[config.mk]
export PLATFORM = sky130hd
export DESIGN_NAME = pic_nch_flat
export DESIGN_NICKNAME = d
export VERILOG_FILES = /design/src/rtl/pic_nch_if.sv /design/src/rtl/pic_nch.sv /design/src/flat_wrapper.sv
export SDC_FILE = /design/constraint.sdc
export NUM_CORES = 1
export LEC_CHECK = 0
export CORE_ASPECT_RATIO = 0.9
export CORE_MARGIN = 1
export CORE_UTILIZATION = 47
export CTS_BUF_LIST = sky130_fd_sc_hd__clkbuf_16
export DETAILED_ROUTE_END_ITERATION = 10
export PLACE_DENSITY = 0.75
export SETUP_SLACK_MARGIN = 0.15
export SYNTH_ARGS = -nofsm -noshare
export SYNTH_HDL_FRONTEND = slang
export SYNTH_SLANG_ARGS = --single-unit
[constraint.sdc]
create_clock -name clk -period 2.2 [get_ports clk]
set_input_delay 0.44 -clock clk [delete_from_list [all_inputs] [get_ports clk]]
set_output_delay 0.44 -clock clk [all_outputs]
set_load 0.02 [all_outputs]
[src/rtl/pic_nch_if.sv]
// pic_nch_if: register and interrupt bus between a CPU-side master and the pic_nch controller.
//   sel/wr/wdata/rdata : register access (0=CTRL, 1=IMR, 2=IRR, 3=ISR)
//   intreq             : interrupt request lines, synchronous to clk
//   intack             : single-cycle acknowledge from the CPU
//   intr               : registered interrupt request to the CPU
//   vec/vec_valid      : acknowledged channel index and its one-cycle qualifier
interface pic_nch_if #(
    parameter int NCH = 8,
    parameter int VW  = 3
);
    logic [1:0]     sel;
    logic           wr;
    logic [NCH-1:0] wdata;
    logic [NCH-1:0] rdata;
    logic [NCH-1:0] intreq;
    logic           intack;
    logic           intr;
    logic [VW-1:0]  vec;
    logic           vec_valid;

    modport master (output sel, wr, wdata, intreq, intack, input rdata, intr, vec, vec_valid);
    modport slave  (input sel, wr, wdata, intreq, intack, output rdata, intr, vec, vec_valid);
endinterface

[src/rtl/pic_nch.sv]
// pic_nch: NCH-channel programmable interrupt controller with nested in-service priority.
//   clk   : rising-edge clock
//   reset : synchronous, active-high
//   bus   : pic_nch_if slave (register access, intreq/intack, intr, vec/vec_valid)
// Define PIC_ROTATE_EN for rotating priority; otherwise channel 0 is always highest.
module pic_nch #(
    parameter int NCH = 8,
    parameter int VW  = 3
) (
    input logic      clk,
    input logic      reset,
    pic_nch_if.slave bus
);
    localparam logic [VW:0] RMAX = (VW+1)'(NCH);

    logic           en, edge_mode;
    logic [NCH-1:0] imr, irr, isr, req_q, pend, set, irr_clr, isr_clr, ack_bit;
    logic [VW-1:0]  win;
    logic [VW:0]    win_rank, isr_rank;
    logic           qualify, ack;
    logic [VW-1:0]  order [NCH];

`ifdef PIC_ROTATE_EN
    logic [VW-1:0]  ptr, ptr_nxt;
    logic [NCH-1:0] eoi;

    // order[r] is the channel holding priority rank r, starting from the pointer
    for (genvar i = 0; i < NCH; i++) begin : g_ord
        logic [VW:0] s;
        assign s = {1'b0, ptr} + (VW+1)'(i);
        assign order[i] = (s >= RMAX) ? VW'(s - RMAX) : VW'(s);
    end

    // only bits actually in service count as an EOI for rotation
    assign eoi = isr_clr & isr;

    always_comb begin
        ptr_nxt = ptr;
        for (int i = 0; i < NCH; i++)
            if (eoi[i]) ptr_nxt = (i == NCH - 1) ? '0 : VW'(i + 1);
    end

    always_ff @(posedge clk) begin
        if (reset) ptr <= '0;
        else       ptr <= ptr_nxt;
    end
`else
    for (genvar i = 0; i < NCH; i++) begin : g_ord
        assign order[i] = VW'(i);
    end
`endif

    assign pend = irr & ~imr;

    // lowest rank wins; isr_rank is the rank of the highest-priority channel in service
    always_comb begin
        win      = '0;
        win_rank = RMAX;
        isr_rank = RMAX;
        for (int r = NCH - 1; r >= 0; r--) begin
            if (pend[order[r]]) begin
                win      = order[r];
                win_rank = (VW+1)'(r);
            end
            if (isr[order[r]]) isr_rank = (VW+1)'(r);
        end
    end

    assign qualify = en & (|pend) & (win_rank < isr_rank);
    // re-qualify at the ack edge so a stale intr cannot accept a now-blocked channel
    assign ack     = bus.intack & bus.intr & qualify;
    assign set     = edge_mode ? (bus.intreq & ~req_q) : bus.intreq;
    assign irr_clr = (bus.wr && bus.sel == 2'd2) ? bus.wdata : '0;
    assign isr_clr = (bus.wr && bus.sel == 2'd3) ? bus.wdata : '0;
    assign ack_bit = ack ? (NCH'(1) << win) : '0;

    assign bus.rdata = (bus.sel == 2'd0) ? NCH'({edge_mode, en}) :
                       (bus.sel == 2'd1) ? imr :
                       (bus.sel == 2'd2) ? irr : isr;

    always_ff @(posedge clk) begin
        if (reset) begin
            en            <= 1'b0;
            edge_mode     <= 1'b0;
            imr           <= '1;
            irr           <= '0;
            isr           <= '0;
            req_q         <= '0;
            bus.intr      <= 1'b0;
            bus.vec       <= '0;
            bus.vec_valid <= 1'b0;
        end else begin
            if (bus.wr && bus.sel == 2'd0) {edge_mode, en} <= bus.wdata[1:0];
            if (bus.wr && bus.sel == 2'd1) imr <= bus.wdata;
            // write clear first, then ack clear; a new request always wins
            irr           <= (irr & ~irr_clr & ~ack_bit) | set;
            isr           <= (isr & ~isr_clr) | ack_bit;
            req_q         <= bus.intreq;
            bus.intr      <= qualify;
            bus.vec_valid <= ack;
            if (ack) bus.vec <= win;
        end
    end
endmodule

[src/flat_wrapper.sv]
// flat-port wrapper written by rule: the top's interface ports become plain ports
module pic_nch_flat 
#(
    parameter int NCH = 8,
    parameter int VW  = 3
)
  (clk, reset, bus_sel, bus_wr, bus_wdata, bus_intreq, bus_intack, bus_rdata, bus_intr, bus_vec, bus_vec_valid);
  pic_nch_if #(.NCH(NCH), .VW(VW)) bus_i ();
  input logic clk;
  input logic reset;
  input wire logic [$bits(bus_i.sel)-1:0] bus_sel;
  input wire logic [$bits(bus_i.wr)-1:0] bus_wr;
  input wire logic [$bits(bus_i.wdata)-1:0] bus_wdata;
  input wire logic [$bits(bus_i.intreq)-1:0] bus_intreq;
  input wire logic [$bits(bus_i.intack)-1:0] bus_intack;
  output wire logic [$bits(bus_i.rdata)-1:0] bus_rdata;
  output wire logic [$bits(bus_i.intr)-1:0] bus_intr;
  output wire logic [$bits(bus_i.vec)-1:0] bus_vec;
  output wire logic [$bits(bus_i.vec_valid)-1:0] bus_vec_valid;
  assign bus_i.sel = bus_sel;
  assign bus_i.wr = bus_wr;
  assign bus_i.wdata = bus_wdata;
  assign bus_i.intreq = bus_intreq;
  assign bus_i.intack = bus_intack;
  assign bus_rdata = bus_i.rdata;
  assign bus_intr = bus_i.intr;
  assign bus_vec = bus_i.vec;
  assign bus_vec_valid = bus_i.vec_valid;
  pic_nch #(.NCH(NCH), .VW(VW)) u_core (.clk(clk), .reset(reset), .bus(bus_i));
endmodule
# Word-level counts from Yosys, hierarchy flattened
# Cells that the tools add are included.
dict set report op_classes {
  n_addsub 0
  n_mul 0
  div 0
  magnitude_cmp 1
  eq_ne 3
  shifts 1
  muxes 31
  bitwise 16
  n_reduce_logical 6
}
# operator count
set ops {}
lappend ops {{4-bit 2-to-1 mux} 16}
lappend ops {{8-bit 2-to-1 mux} 7}
lappend ops {{8-bit bitwise AND} 5}
lappend ops {{8-bit NOT} 5}
lappend ops {{3-bit 2-to-1 mux} 8}
lappend ops {{8-bit bitwise OR} 2}
lappend ops {{8-bit OR reduction} 1}
lappend ops {{1-bit by 3-bit << shifter with 8-bit output (first input constant)} 1}
lappend ops {{1-bit bitwise AND} 4}
lappend ops {{2-bit equality test (second input constant)} 2}
lappend ops {{1-bit logical AND} 4}
lappend ops {{4-bit less-than comparator} 1}
lappend ops {{2-bit by 1-bit equality test with 1-bit output (second input constant)} 1}
lappend ops {{2-bit zero test} 1}
dict set report totals {
  register_bits 39
  latchBits 0
  ram_bits 0
  rom_bits 0
  inputBits 22
  output_inout_bits 13
  elab_cells 67
  n_memories 0
}

# Longest topological paths before layout
# Gate-level depths: netlist of run 1.
dict set report logic_depth {
  depth_word 17
  mapped_depth 10
  depth_no_buf 10
}

# Worst setup path before layout of run 1
# Ideal clock, no wire load.
dict set report synth_timing {
  path_type {flip-flop to flip-flop}
  from {register u_core.irr[5]}
  to {register u_core.bus.vec[2]}
  setup_time_ps 121
  arrival_ps 2243
  t_required_ps 2079
  slack_ps -164
  path_stages_with_launch 11
  path_buffers 0
  synth_period_minus_slack_ps 2364
  path_cell_list {dfxtp_1 > nor2b_1 > nor4b_2 > nand2_1 > inv_1 > ha_1 > o211ai_4 > o2111ai_2 > a21oi_4 > o211ai_4 > mux2_4}
}
dict set report synth_via {
  elab_chain_cells 10
  elab_cells_between_ends 18
  classes_between {order compare: 1; mux: 12; bitwise: 4; reduce/logical: 1}
}
# element line_no
set synth_rtl {}
lappend synth_rtl {{from (decl)} pic_nch.sv:17} ;# logic [NCH-1:0] imr, irr, isr, req_q, pend, set, irr_clr, isr_clr, ack_bit;
lappend synth_rtl {{from (signal assigned)} pic_nch.sv:96} ;# irr <= (irr & ~irr_clr & ~ack_bit) | set;
lappend synth_rtl {{8-bit bitwise AND *} pic_nch.sv:53} ;# assign pend = irr & ~imr;
lappend synth_rtl {{4-bit 2-to-1 mux (6 in series)} pic_nch.sv:61} ;# if (pend[order[r]]) begin
lappend synth_rtl {{4-bit less-than comparator} pic_nch.sv:69} ;# assign qualify = en & (|pend) & (win_rank < isr_rank);
lappend synth_rtl {{1-bit bitwise AND} pic_nch.sv:69}
lappend synth_rtl {{1-bit bitwise AND} pic_nch.sv:71} ;# assign ack = bus.intack & bus.intr & qualify;
lappend synth_rtl {{to (signal assigned)} pic_nch.sv:101} ;# if (ack) bus.vec <= win;
lappend synth_rtl {{to (decl)} pic_nch_if.sv:22} ;# modport slave (input sel, wr, wdata, intreq, intack, output rdata, intr, vec, vec_valid);
# Mark *: on every way between the ends. The rest lies on a longest branch, timed or not.
# A chain may end at the register's enable or synchronous reset.

# Worst setup path after layout of run 1
dict set report layout_timing {
  from {register u_core.irr[4]}
  to {register u_core.bus.vec[2]}
}
dict set report layout_via {
  elab_cells_between_ends 16
  classes_between {order compare: 1; mux: 10; bitwise: 4; reduce/logical: 1}
}
# element line_no
set layout_rtl {}
lappend layout_rtl {{8-bit bitwise AND} pic_nch.sv:53}
lappend layout_rtl {{3-bit 2-to-1 mux (5 in series)} pic_nch.sv:61}
lappend layout_rtl {{via u_core.win[2]} pic_nch.sv:18} ;# logic [VW-1:0] win;
# The timed path passes the listed nets, and every way through them passes these cells.

==> metrics.log, run 1 <==
INFO  metric synth_commonest_cells = 55 x sky130_fd_sc_hd__nand2_1, 39 x sky130_fd_sc_hd__dfxtp_1, 16 x sky130_fd_sc_hd__nand3_1, 16 x sky130_fd_sc_hd__nor2b_1, 15 x sky130_fd_sc_hd__a22o_1
INFO  metric io_buffer_count = 34
INFO  metric synth-async-reset-ratio = 0
INFO  metric route.detailed.wl_per_inst = 16.3 um
INFO  metric edff_count_synth = 0
INFO  metric synth_seq_cells = 39
INFO  metric p_leak = 1.35 nW
INFO  metric start_util = 0.493
INFO  metric fp.dieArea = 4570 sq um
INFO  metric ys_seq_area_frac = 0.386
INFO  metric min_period = 2350 ps
INFO  metric route.antenna.remaining_nets = 0
INFO  metric antenna_found_initial = 0
INFO  metric crit_path_start_kind = flop
INFO  metric finalSetupTns = -1240 ps
INFO  metric path_common_cell = sky130_fd_sc_hd__o211ai_4
INFO  metric worstMarginPinSlew = 531 ps
INFO  metric cpPeakStageDelay = 370 ps
INFO  metric worst_ep_arrival_time = 2530 ps
INFO  metric path_buf_inv = 0
INFO  metric place.gp.congestion = 1.03
INFO  metric top_level_ports = 35
INFO  metric path_cells = nor2b_4 -> nor4b_4 -> nor2_1 -> ha_1 -> o211ai_4 -> o2111ai_2 -> a21oi_4 -> o211ai_4 -> mux2_4
INFO  metric p_sw_frac = 0.236
INFO  metric grt_pass1_vias = 2021
INFO  metric synth_top_cell_area_share = 0.386
INFO  metric drt-pass1-iter-count = 7
INFO  metric clock_tree_skew_after_final_layout = 7.85 ps
INFO  metric reg2regPathDepth = 9
INFO  metric dp_area = 2790 sq um
INFO  metric p_total = 2.09 mW
INFO  metric grt_pass1_wl = 9.74 mm
INFO  metric maxCapViolations = 0
INFO  metric post_cts_hold_buffer_count = 0
INFO  metric die_h = 64.2 um
INFO  metric grt_setup_unrepaired = yes
INFO  metric avgViaCountPerCell = 5.59
INFO  metric fin_area = 3060 sq um
INFO  metric synth_area_per_cell = 8.49 sq um
INFO  metric insertion_delay = 290 ps
INFO  metric yosys_warnings = 0
INFO  metric cp.required = 2380 ps
INFO  metric final_net_count = 346
INFO  metric yosys-top-cells-area = sky130_fd_sc_hd__dfxtp_1 39%, sky130_fd_sc_hd__nand2_1 10%, sky130_fd_sc_hd__a22o_1 6.5%
INFO  metric clk_pin_slew_worst_paths = 60 ps
INFO  metric timing.max_slew.rel_slack = 0.646
INFO  metric hold_violations = 0
INFO  metric synthDominantAreaCellType = sky130_fd_sc_hd__dfxtp_1
INFO  metric timing.critical_path.to_type = flop
INFO  metric max_clock_freq = 426 MHz
INFO  metric worst_path_max_delay_cell = sky130_fd_sc_hd__nor4b_4
INFO  metric worstReg2RegEnd = u_core.bus.vec[2]
INFO  metric netlist_area = 2020 sq um
INFO  metric finalMaxSlewViolations = 0
INFO  metric cellPowerDensity = 684 nW/um^2
INFO  metric cts_made_buffers = 5
INFO  metric failed_checks = DRC, setup timing
INFO  metric cts_root_buffer = sky130_fd_sc_hd__clkbuf_16
INFO  metric critPathMaxFanout = 6
INFO  metric status = finished, violations left
INFO  metric syn_nets = 263
INFO  metric globalRouteTotalUtil = 0.282
INFO  metric globalRouteOverflowTotal = 0
INFO  metric hold_ws = 481 ps
INFO  metric crit_family = compound AO/OA/AOI/OAI gates
INFO  metric internal_power = 1.60 mW
INFO  metric core.rowCount = 22
INFO  metric yosys.cell_types.count = 42
INFO  metric whs_path_depth = 2
INFO  metric antenna_cells = 0
INFO  metric finalWirelength = 6.04 mm
INFO  metric clk_path_buf_depth = 2
INFO  metric max_ir_drop_vdd = 0.505 mV
INFO  metric pre_cts_slack = -449 ps
INFO  metric seq_power_share = 0.364
INFO  metric placeableCoreArea = 4100 sq um
INFO  metric timing.rr.start = u_core.irr[4]
INFO  metric hp-start = u_core.bus.vec[1]
INFO  metric synth_ff_type = sky130_fd_sc_hd__dfxtp_1
INFO  metric clock_tree_from_tritoncts = built
INFO  metric final_layout_size_suffix_gt1_frac = 0.323
INFO  metric cts_htree_levels = 2
INFO  metric power.combinational.fraction = 0.191
INFO  metric area_growth = 51.3%
INFO  metric whs_endpoint = u_core.bus.vec[1]
INFO  metric min_path_type = flop to flop
INFO  metric fillCellCount = 301
INFO  metric setup_viol = 13
INFO  metric post-route-worst-setup-slack = -150 ps
INFO  metric p_sw = 493 uW
INFO  metric reg2reg_setup_slack = -150 ps
INFO  metric grt_start_max_net_pins = 18
INFO  metric cts_num_sinks = 39
INFO  metric routed-via-count = 2070
INFO  metric yosysMostFrequentCell = sky130_fd_sc_hd__nand2_1
INFO  metric setup.worst_path.class = flop to flop
INFO  metric first_iter_violations = 141
INFO  metric drt_drc_violations_left = 4
INFO  metric floorplan.die.width = 71.1 um
INFO  metric clockPowerShare = 0.445
INFO  metric layout_worst_path_cycle_share = 1.07
INFO  metric dp_hpwl = 4.37 mm
INFO  metric netlist_instances = 238
-- worst min-delay path, cell delays in order, from the launching register on --
cell and delay [ps]:
sky130_fd_sc_hd__dfxtp_1 310, sky130_fd_sc_hd__nand2_1 50, sky130_fd_sc_hd__mux2i_1 70
-- cells in the final DEF, fill, tap and decap left out, types with 4 or more instances in the layout --
master	instances
sky130_fd_sc_hd__nand2_1	52
sky130_fd_sc_hd__buf_4	48
sky130_fd_sc_hd__dfxtp_1	35
sky130_fd_sc_hd__clkdlybuf4s50_1	24
sky130_fd_sc_hd__a22o_1	15
sky130_fd_sc_hd__nand3_1	14
sky130_fd_sc_hd__nor2b_1	13
sky130_fd_sc_hd__nor2_1	11
sky130_fd_sc_hd__a21oi_1	10
sky130_fd_sc_hd__and3_1	8
sky130_fd_sc_hd__nand2b_1	6
sky130_fd_sc_hd__mux2_2	6
sky130_fd_sc_hd__clkbuf_16	5
sky130_fd_sc_hd__buf_2	4
sky130_fd_sc_hd__dfxtp_2	4
-- power groups by stage --
stage	registers, mW	clock network, mW	logic, mW
2_1_floorplan	0.769	0	0.206
3_3_place_gp	0.773	0	0.369
3_5_place_dp	0.774	0	0.377
4_1_cts	0.759	0.928	0.399
5_1_grt	0.764	0.971	0.426
6_report	0.761	0.930	0.400
-- how the worst max path moves through the flow --
stage / startpoint / end / depth (start not counted)
after floorplan: u_core.irr[7] / u_core.bus.vec[2] / 10
after global placement: bus_sel[1] / bus_rdata[2] / 5
after detailed placement: bus_sel[1] / bus_rdata[2] / 5
after CTS: u_core.irr[7] / u_core.bus.vec[2] / 10
after global routing: u_core.irr[4] / u_core.bus.vec[2] / 9
final: u_core.irr[4] / u_core.bus.vec[2] / 9
-- area by class of cell --
class                   count  area, sq um  share of cell area
clock inverters             3         63.8              0.0209
clock buffers               5          125              0.0409
multi-input cells         187         1300               0.426
inverters                   3         11.3             0.00368
repair buffers             85          708               0.232
flip-flops and latches     39          786               0.257
well taps                  48         60.1              0.0196
-- timing repair --
| item | 4_1_cts | 5_1_grt |
|---|---|---|
| buffers inserted | 7 | 1 |
| pin swaps | 6 | 2 |
| endpoints found under the setup margin | 27 | 28 |
| gates resized for setup | 33 | 12 |
-- routing by layer --
layer,up-vias,GRT usage,routed length [um]
li1,1005,-,-
met1,992,0.369,2770
met2,64,0.466,2900
met3,9,0.0568,291
met4,0,0.0900,81
met5,-,0,0
-- flip-flops by register name (all words and copies together) (netlist names) --
| register | cells |
|---|---|
| u_core.isr | 8 |
| u_core.bus.vec | 3 |
| u_core.en | 1 |
| u_core.imr | 8 |
| u_core.edge_mode | 1 |
| u_core.req_q | 8 |
| u_core.bus.intr | 1 |
| u_core.irr | 8 |
| u_core.bus.vec_valid | 1 |
-- through the flow --
stage	util	cells
after CTS	0.748	369
final	0.745	370
after detailed placement	0.680	354
after global placement	0.680	354
after floorplan	-	238
after global routing	0.745	370
-- logic make-up (layout without fill, tap and decap cells) --
kind of cell    after synthesis  count (layout)  synth area share
buf+inv                      12              96            0.0229
simple gates                133             133             0.329
flops                        39              39             0.386
fa+ha+maj                     3               3            0.0186
compound gates               39              39             0.165
mux                          12              12            0.0780
(Power assumes the default switching activity.)
==> run 2, diff against run 1 <==
Settings changed: CELL_PAD_IN_SITES_DETAIL_PLACEMENT from default to 1, CELL_PAD_IN_SITES_GLOBAL_PLACEMENT from default to 1, CORE_UTILIZATION 47 to 35, CTS_CLUSTER_SIZE from default to 10, PLACE_DENSITY 0.75 to default, PLACE_DENSITY_LB_ADDON from default to 0.1.
==> metrics.log, run 2 (synthesis results as in run 1) <==
INFO  metric worst_ep_arrival_time = 2530 ps (about the same)
INFO  metric post-route-worst-setup-slack = -163 ps (was -150 ps)
INFO  metric finalWirelength = 7.42 mm (was 6.04 mm)
INFO  metric power.combinational.fraction = 0.220 (was 0.191)
INFO  metric clock_tree_skew_after_final_layout = 4.32 ps (was 7.85 ps)
INFO  metric min_path_type = flop to flop (unchanged)
INFO  metric dp_hpwl = 5.26 mm (was 4.37 mm)
INFO  metric most_frequent_cells_in_the_layout = 59 x sky130_fd_sc_hd__buf_4, 52 x sky130_fd_sc_hd__nand2_1, 34 x sky130_fd_sc_hd__dfxtp_1 (was 52 x sky130_fd_sc_hd__nand2_1, 48 x sky130_fd_sc_hd__buf_4, 35 x sky130_fd_sc_hd__dfxtp_1)
INFO  metric multiInputGateArea = 1420 sq um (was 1300 sq um)
INFO  metric cts_htree_levels = 2 (unchanged)
INFO  metric finalSetupTns = -1490 ps (was -1240 ps)
INFO  metric top_level_ports = 35 (unchanged)
INFO  metric topRoutingLayerUsed = met4 (unchanged)
INFO  metric first_iter_violations = 66 (was 141)
INFO  metric layout_worst_path_cycle_share = 1.07 (about the same)
INFO  metric clk_path_buf_depth = 2 (unchanged)
INFO  metric area_growth = 60.3% (was 51.3%)
INFO  metric drt_drc_violations_left = 0 (was 4)
INFO  metric placeableCoreArea = 5410 sq um (was 4100 sq um)
INFO  metric antenna_found_initial = 0 (unchanged)
INFO  metric drt-pass1-iter-count = 4 (was 7)
INFO  metric fp.dieArea = 6080 sq um (was 4570 sq um)
INFO  metric min_period = 2360 ps (was 2350 ps)
INFO  metric finalMaxSlewViolations = 0 (unchanged)
INFO  metric clockPowerShare = 0.409 (was 0.445)
INFO  metric cp.required = 2370 ps (was 2380 ps)
INFO  metric antenna_cells = 0 (unchanged)
INFO  metric p_total = 2.05 mW (was 2.09 mW)
INFO  metric final_layout_size_suffix_gt1_frac = 0.387 (was 0.323)
INFO  metric cts_root_buffer = sky130_fd_sc_hd__clkbuf_16 (unchanged)
INFO  metric setup.worst_path.class = flop to flop (unchanged)
INFO  metric detailroute.wirelength.met3 = 269 um (was 291 um)
INFO  metric failed_checks = setup timing (was DRC, setup timing)
INFO  metric p_sw = 536 uW (was 493 uW)
INFO  metric timing.max_slew.rel_slack = 0.685 (was 0.646)
INFO  metric crit_path_start_kind = flop (unchanged)
INFO  metric worstMarginPinSlew = 473 ps (was 531 ps)
INFO  metric status = finished, violations left (unchanged)
INFO  metric globalRouteTotalUtil = 0.253 (was 0.282)
INFO  metric grt_pass1_wl = 11.1 mm (was 9.74 mm)
INFO  metric start_util = 0.373 (was 0.493)
INFO  metric hold_violations = 0 (unchanged)
INFO  metric core.rowCount = 25 (was 22)
INFO  metric post_cts_hold_buffer_count = 0 (unchanged)
INFO  metric routed-wl-met2 = 3.72 mm (was 2.90 mm)
INFO  metric route.detailed.wl_per_inst = 18.7 um (was 16.3 um)
INFO  metric setup_viol = 15 (was 13)
INFO  metric route.antenna.remaining_nets = 0 (unchanged)
INFO  metric p_sw_frac = 0.262 (was 0.236)
INFO  metric cts_num_sinks = 39 (unchanged)
INFO  metric timing.critical_path.to_type = flop (unchanged)
INFO  metric max_clock_freq = 423 MHz (was 426 MHz)
INFO  metric fillCellCount = 632 (was 301)
INFO  metric critPathMaxFanout = 6 (unchanged)
INFO  metric internal_power = 1.51 mW (was 1.60 mW)
INFO  metric maxCapViolations = 0 (unchanged)
INFO  metric globalRouteOverflowTotal = 0 (unchanged)
INFO  metric cts_made_buffers = 5 (unchanged)
INFO  metric seq_power_share = 0.371 (was 0.364)
INFO  metric m1WireLength = 3.32 mm (was 2.77 mm)
INFO  metric final_net_count = 355 (was 346)
INFO  metric grt_setup_unrepaired = yes (unchanged)
INFO  metric die_h = 74.1 um (was 64.2 um)
INFO  metric routed-via-count = 2104 (was 2070)
INFO  metric grt_start_max_net_pins = 14 (was 18)
INFO  metric io_buffer_count = 34 (unchanged)
INFO  metric layout.cells.most_common = sky130_fd_sc_hd__buf_4 (was sky130_fd_sc_hd__nand2_1)
INFO  metric clk_pin_slew_worst_paths = 60 ps (about the same)
INFO  metric p_leak = 1.38 nW (was 1.35 nW)
INFO  metric floorplan.die.width = 82.1 um (was 71.1 um)
INFO  metric cellPowerDensity = 633 nW/um^2 (was 684 nW/um^2)
INFO  metric max_ir_drop_vdd = 0.350 mV (was 0.505 mV)
INFO  metric final-seq-area = 787 sq um (was 786 sq um)
INFO  metric insertion_delay = 280 ps (was 290 ps)
INFO  metric place.gp.congestion = 0.824 (was 1.03)
INFO  metric clock_tree_from_tritoncts = built (unchanged)
INFO  metric avgViaCountPerCell = 5.29 (was 5.59)
INFO  metric grt_pass1_vias = 2192 (was 2021)
-- run 2: timing repair --
action / 4_1_cts / 5_1_grt
gates cloned: 0 / 0
pin swaps: 1 / 5
gates resized for setup: 42 / 20
endpoints found under the setup margin: 27 / 26
setup buffers: 6 / 1
-- run 2: area by class of cell --
class	instances	share of cell area
repair buffers	94	0.238
clock inverters	3	0.0135
flip-flops and latches	39	0.243
well taps	67	0.0259
inverters	3	0.00348
multi-input cells	187	0.438
clock buffers	5	0.0386
-- run 2: path summary, 6_finish.rpt --
path | start | end | slack [ps] | depth (start not counted)
max | u_core.irr[5] | u_core.bus.vec[2] | -160 | 10
min | u_core.bus.vec[1] | u_core.bus.vec[1] | 470 | 2
max reg2reg | u_core.irr[5] | u_core.bus.vec[2] | -160 | 10
min reg2reg | u_core.bus.vec[1] | u_core.bus.vec[1] | 470 | 2
-- run 2: layer usage --
metal	track usage	vias to the layer above
li1	-	1023
met3	0.0393	13
met2	0.445	41
met4	0.0780	0
met1	0.317	1027
met5	0	-
-- run 2: power groups by stage --
stage,Clock [mW],Combinational [mW],Sequential [mW]
after floorplan,0,0.206,0.769
after global placement,0,0.390,0.771
after detailed placement,0,0.400,0.772
after CTS,0.843,0.434,0.757
after global routing,0.879,0.482,0.761
final,0.839,0.451,0.759
-- run 2: per-stage QoR --
stage | cell area (sq um) | hold WS (ps) | std cells | setup slack [ps] | utilization
3_5_place_dp | 2880 | 467 | 383 | -470 | 0.531
6_report | 3240 | 473 | 398 | -163 | 0.599
2_1_floorplan | 2090 | 449 | 238 | 51.4 | -
3_3_place_gp | 2880 | 448 | 383 | -424 | 0.531
4_1_cts | 3180 | 477 | 397 | -133 | 0.587
5_1_grt | 3240 | 501 | 398 | -217 | 0.599
-- run 2: worst max-delay path, cell delays in order (launching register included) --
cell                        delay [ps]
sky130_fd_sc_hd__dfxtp_2           330
sky130_fd_sc_hd__nor2b_4           140
sky130_fd_sc_hd__nor4b_4           380
sky130_fd_sc_hd__nand2_2           110
sky130_fd_sc_hd__inv_2             100
sky130_fd_sc_hd__ha_4              210
sky130_fd_sc_hd__o211ai_4          100
sky130_fd_sc_hd__o2111ai_2         150
sky130_fd_sc_hd__a21oi_4           290
sky130_fd_sc_hd__o211ai_4          140
sky130_fd_sc_hd__mux2_4            310
==> run 3, diff against run 2 <==
Settings changed: CORE_ASPECT_RATIO 0.9 to default, CORE_UTILIZATION 35 to 30, CTS_CLUSTER_DIAMETER from default to 150.
==> metrics.log, run 3 (synthesis results as in run 1) <==
INFO  metric status = finished, violations left (unchanged)
INFO  metric failed_checks = DRC, setup timing (was setup timing)
INFO  metric antenna_found_initial = 0 (unchanged)
INFO  metric area_growth = 55.0% (was 60.3%)
INFO  metric place.gp.congestion = 0.833 (was 0.824)
INFO  metric timing.max_slew.rel_slack = 0.670 (was 0.685)
INFO  metric cts_made_buffers = 5 (unchanged)
INFO  metric crit_path_start_kind = flop (unchanged)
INFO  metric post-route-worst-setup-slack = -167 ps (was -163 ps)
INFO  metric floorplan.die.width = 84.1 um (was 82.1 um)
INFO  metric route.antenna.remaining_nets = 0 (unchanged)
INFO  metric clk_path_buf_depth = 2 (unchanged)
INFO  metric setup_viol = 12 (was 15)
INFO  metric top_level_ports = 35 (unchanged)
INFO  metric routed-via-count = 2105 (was 2104)
INFO  metric whs_endpoint = u_core.bus.vec[1] (unchanged)
INFO  metric p_sw = 507 uW (was 536 uW)
INFO  metric drt_drc_violations_left = 6 (was 0)
INFO  metric max_clock_freq = 423 MHz (about the same)
INFO  metric fin_area = 3130 sq um (was 3240 sq um)
INFO  metric finalWirelength = 6.93 mm (was 7.42 mm)
INFO  metric dp_hpwl = 5.33 mm (was 5.26 mm)
INFO  metric cp.required = 2370 ps (about the same)
INFO  metric critPathMaxFanout = 4 (was 6)
INFO  metric reg2reg_setup_slack = -170 ps (was -160 ps)
INFO  metric clockPowerShare = 0.376 (was 0.409)
INFO  metric clock_tree_skew_after_final_layout = 6.42 ps (was 4.32 ps)
INFO  metric start_util = 0.315 (was 0.373)
INFO  metric seq_power_share = 0.404 (was 0.371)
INFO  metric power.combinational.fraction = 0.220 (about the same)
INFO  metric clk_pin_slew_worst_paths = 60 ps (about the same)
INFO  metric final_net_count = 354 (was 355)
INFO  metric cpPeakStageDelay = 340 ps (was 380 ps)
INFO  metric most_frequent_cells_in_the_layout = 59 x sky130_fd_sc_hd__buf_4, 52 x sky130_fd_sc_hd__nand2_1, 36 x sky130_fd_sc_hd__dfxtp_1 (was 59 x sky130_fd_sc_hd__buf_4, 52 x sky130_fd_sc_hd__nand2_1, 34 x sky130_fd_sc_hd__dfxtp_1)
INFO  metric io_buffer_count = 34 (unchanged)
INFO  metric insertion_delay = 280 ps (about the same)
INFO  metric hp-start = u_core.bus.vec[1] (unchanged)
INFO  metric internal_power = 1.37 mW (was 1.51 mW)
INFO  metric hold_violations = 0 (unchanged)
INFO  metric globalRouteOverflowTotal = 0 (unchanged)
INFO  metric dp_area = 2900 sq um (was 2880 sq um)
INFO  metric drt-pass1-iter-count = 7 (was 4)
INFO  metric avgViaCountPerCell = 5.17 (was 5.29)
INFO  metric cts_num_sinks = 39 (unchanged)
INFO  metric cellPowerDensity = 598 nW/um^2 (was 633 nW/um^2)
INFO  metric p_sw_frac = 0.271 (was 0.262)
INFO  metric max_ir_drop_vdd = 0.271 mV (was 0.350 mV)
INFO  metric maxCapViolations = 0 (unchanged)
INFO  metric worst_path_max_delay_cell = sky130_fd_sc_hd__dfxtp_2 (was sky130_fd_sc_hd__nor4b_4)
INFO  metric first_iter_violations = 67 (was 66)
INFO  metric cts_htree_levels = 2 (unchanged)
INFO  metric layout_worst_path_cycle_share = 1.08 (was 1.07)
INFO  metric p_leak = 1.34 nW (was 1.38 nW)
INFO  metric grt_setup_unrepaired = yes (unchanged)
INFO  metric reg2regPathDepth = 11 (was 10)
INFO  metric globalRouteTotalUtil = 0.209 (was 0.253)
INFO  metric clock_tree_from_tritoncts = built (unchanged)
INFO  metric cts_root_buffer = sky130_fd_sc_hd__clkbuf_16 (unchanged)
INFO  metric layout.cells.most_common = sky130_fd_sc_hd__buf_4 (unchanged)
INFO  metric final_layout_size_suffix_gt1_frac = 0.364 (was 0.387)
INFO  metric antenna_cells = 0 (unchanged)
INFO  metric path_buf_inv = 1 (unchanged)
INFO  metric timing.critical_path.to_type = flop (unchanged)
INFO  metric crit_family = compound AO/OA/AOI/OAI gates (unchanged)
INFO  metric die_h = 84.1 um (was 74.1 um)
INFO  metric finish.utilization = 0.488 (was 0.599)
INFO  metric min_period = 2370 ps (was 2360 ps)
INFO  metric finalMaxSlewViolations = 0 (unchanged)
INFO  metric core.rowCount = 29 (was 25)
INFO  metric grt_pass1_wl = 11.3 mm (was 11.1 mm)
INFO  metric grt_pass1_vias = 2193 (was 2192)
INFO  metric whs_path_depth = 2 (unchanged)
INFO  metric fp.dieArea = 7070 sq um (was 6080 sq um)
INFO  metric path_cells = nor2b_4 -> nand2b_4 -> nand2_2 -> a21oi_2 -> ha_1 -> o211ai_4 -> o2111ai_2 -> a21oi_4 -> buf_4 -> nand3_2 -> a22o_1 (was nor2b_4 -> nor4b_4 -> nand2_2 -> inv_2 -> ha_4 -> o211ai_4 -> o2111ai_2 -> a21oi_4 -> o211ai_4 -> mux2_4)
INFO  metric post_cts_hold_buffer_count = 0 (unchanged)
INFO  metric worst_ep_arrival_time = 2540 ps (was 2530 ps)
INFO  metric min_path_type = flop to flop (unchanged)
INFO  metric placeableCoreArea = 6420 sq um (was 5410 sq um)
INFO  metric worstMarginPinSlew = 494 ps (was 473 ps)
INFO  metric setup.worst_path.class = flop to flop (unchanged)
INFO  metric worstReg2RegEnd = u_core.irr[4] (was u_core.bus.vec[2])
INFO  metric grt_start_max_net_pins = 24 (was 14)
INFO  metric timing.rr.start = u_core.irr[7] (was u_core.irr[5])
INFO  metric route.detailed.wl_per_inst = 17.0 um (was 18.7 um)
## run 3: layout make-up
type,instances,area (sq um)
Fill cell,745,3290
Sequential cell,39,785
Clock inverter,3,15.0
Multi-Input combinational cell,187,1350
Timing Repair Buffer,93,749
Inverter,3,11.3
Clock buffer,5,125
Tap cell,77,96.3
## run 3: metrics by stage
| stage | instances | hold WS, ps | worst slack (ps) | TNS, ps | power [mW] |
|---|---|---|---|---|---|
| 2_1_floorplan | 238 | 449 | 51.4 | 0 | 0.975 |
| 3_3_place_gp | 395 | 456 | -465 | -4690 | 1.17 |
| 3_5_place_dp | 395 | 468 | -487 | -5290 | 1.18 |
| 4_1_cts | 406 | 473 | -145 | -1110 | 1.89 |
| 5_1_grt | 407 | 497 | -212 | -2040 | 1.94 |
| 6_report | 407 | 463 | -167 | -1080 | 1.87 |
## run 3: power groups by stage
stage          registers [mW]  logic [mW]  clock network (mW)
2_1_floorplan           0.769       0.206                   0
3_3_place_gp            0.769       0.398                   0
3_5_place_dp            0.771       0.407                   0
4_1_cts                 0.756       0.413               0.724
5_1_grt                 0.759       0.444               0.742
6_report                0.757       0.411               0.704
## run 3: per-layer routing
layer | global-route usage | wire length, um | vias to the layer above
met5 | 0 | 0 | -
met4 | 0.0517 | 78 | 0
met3 | 0.0307 | 146 | 8
met2 | 0.361 | 3400 | 29
met1 | 0.271 | 3310 | 1050
li1 | - | - | 1018
## run 3: worst max-delay path by stage
stage | endpoint | start | cells past startpoint | slack (ps)
CTS | u_core.bus.vec[2] | u_core.irr[7] | 11 | -150
floorplan | u_core.bus.vec[2] | u_core.irr[7] | 10 | 50
finish | u_core.irr[4] | u_core.irr[7] | 11 | -170
global placement | bus_rdata[2] | bus_sel[0] | 4 | -470
global route | u_core.irr[2] | u_core.irr[7] | 11 | -210
detailed placement | bus_rdata[7] | bus_sel[0] | 4 | -490
## run 3: timing repair
item,CTS,global route
pin swaps,6,3
resized for setup,40,14
setup buffers,3,1
endpoints found under the setup margin,27,28
## run 3: worst reg2reg max path, delay by kind of cell, from the launching register on
| family | cells | cell delay (ps) |
|---|---|---|
| adders and majority gates | 1 | 270 |
| AOI/OAI and AO/OA | 5 | 950 |
| and+or+nand+nor | 4 | 540 |
| DFF | 1 | 340 |
| buffers and inverters | 1 | 160 |
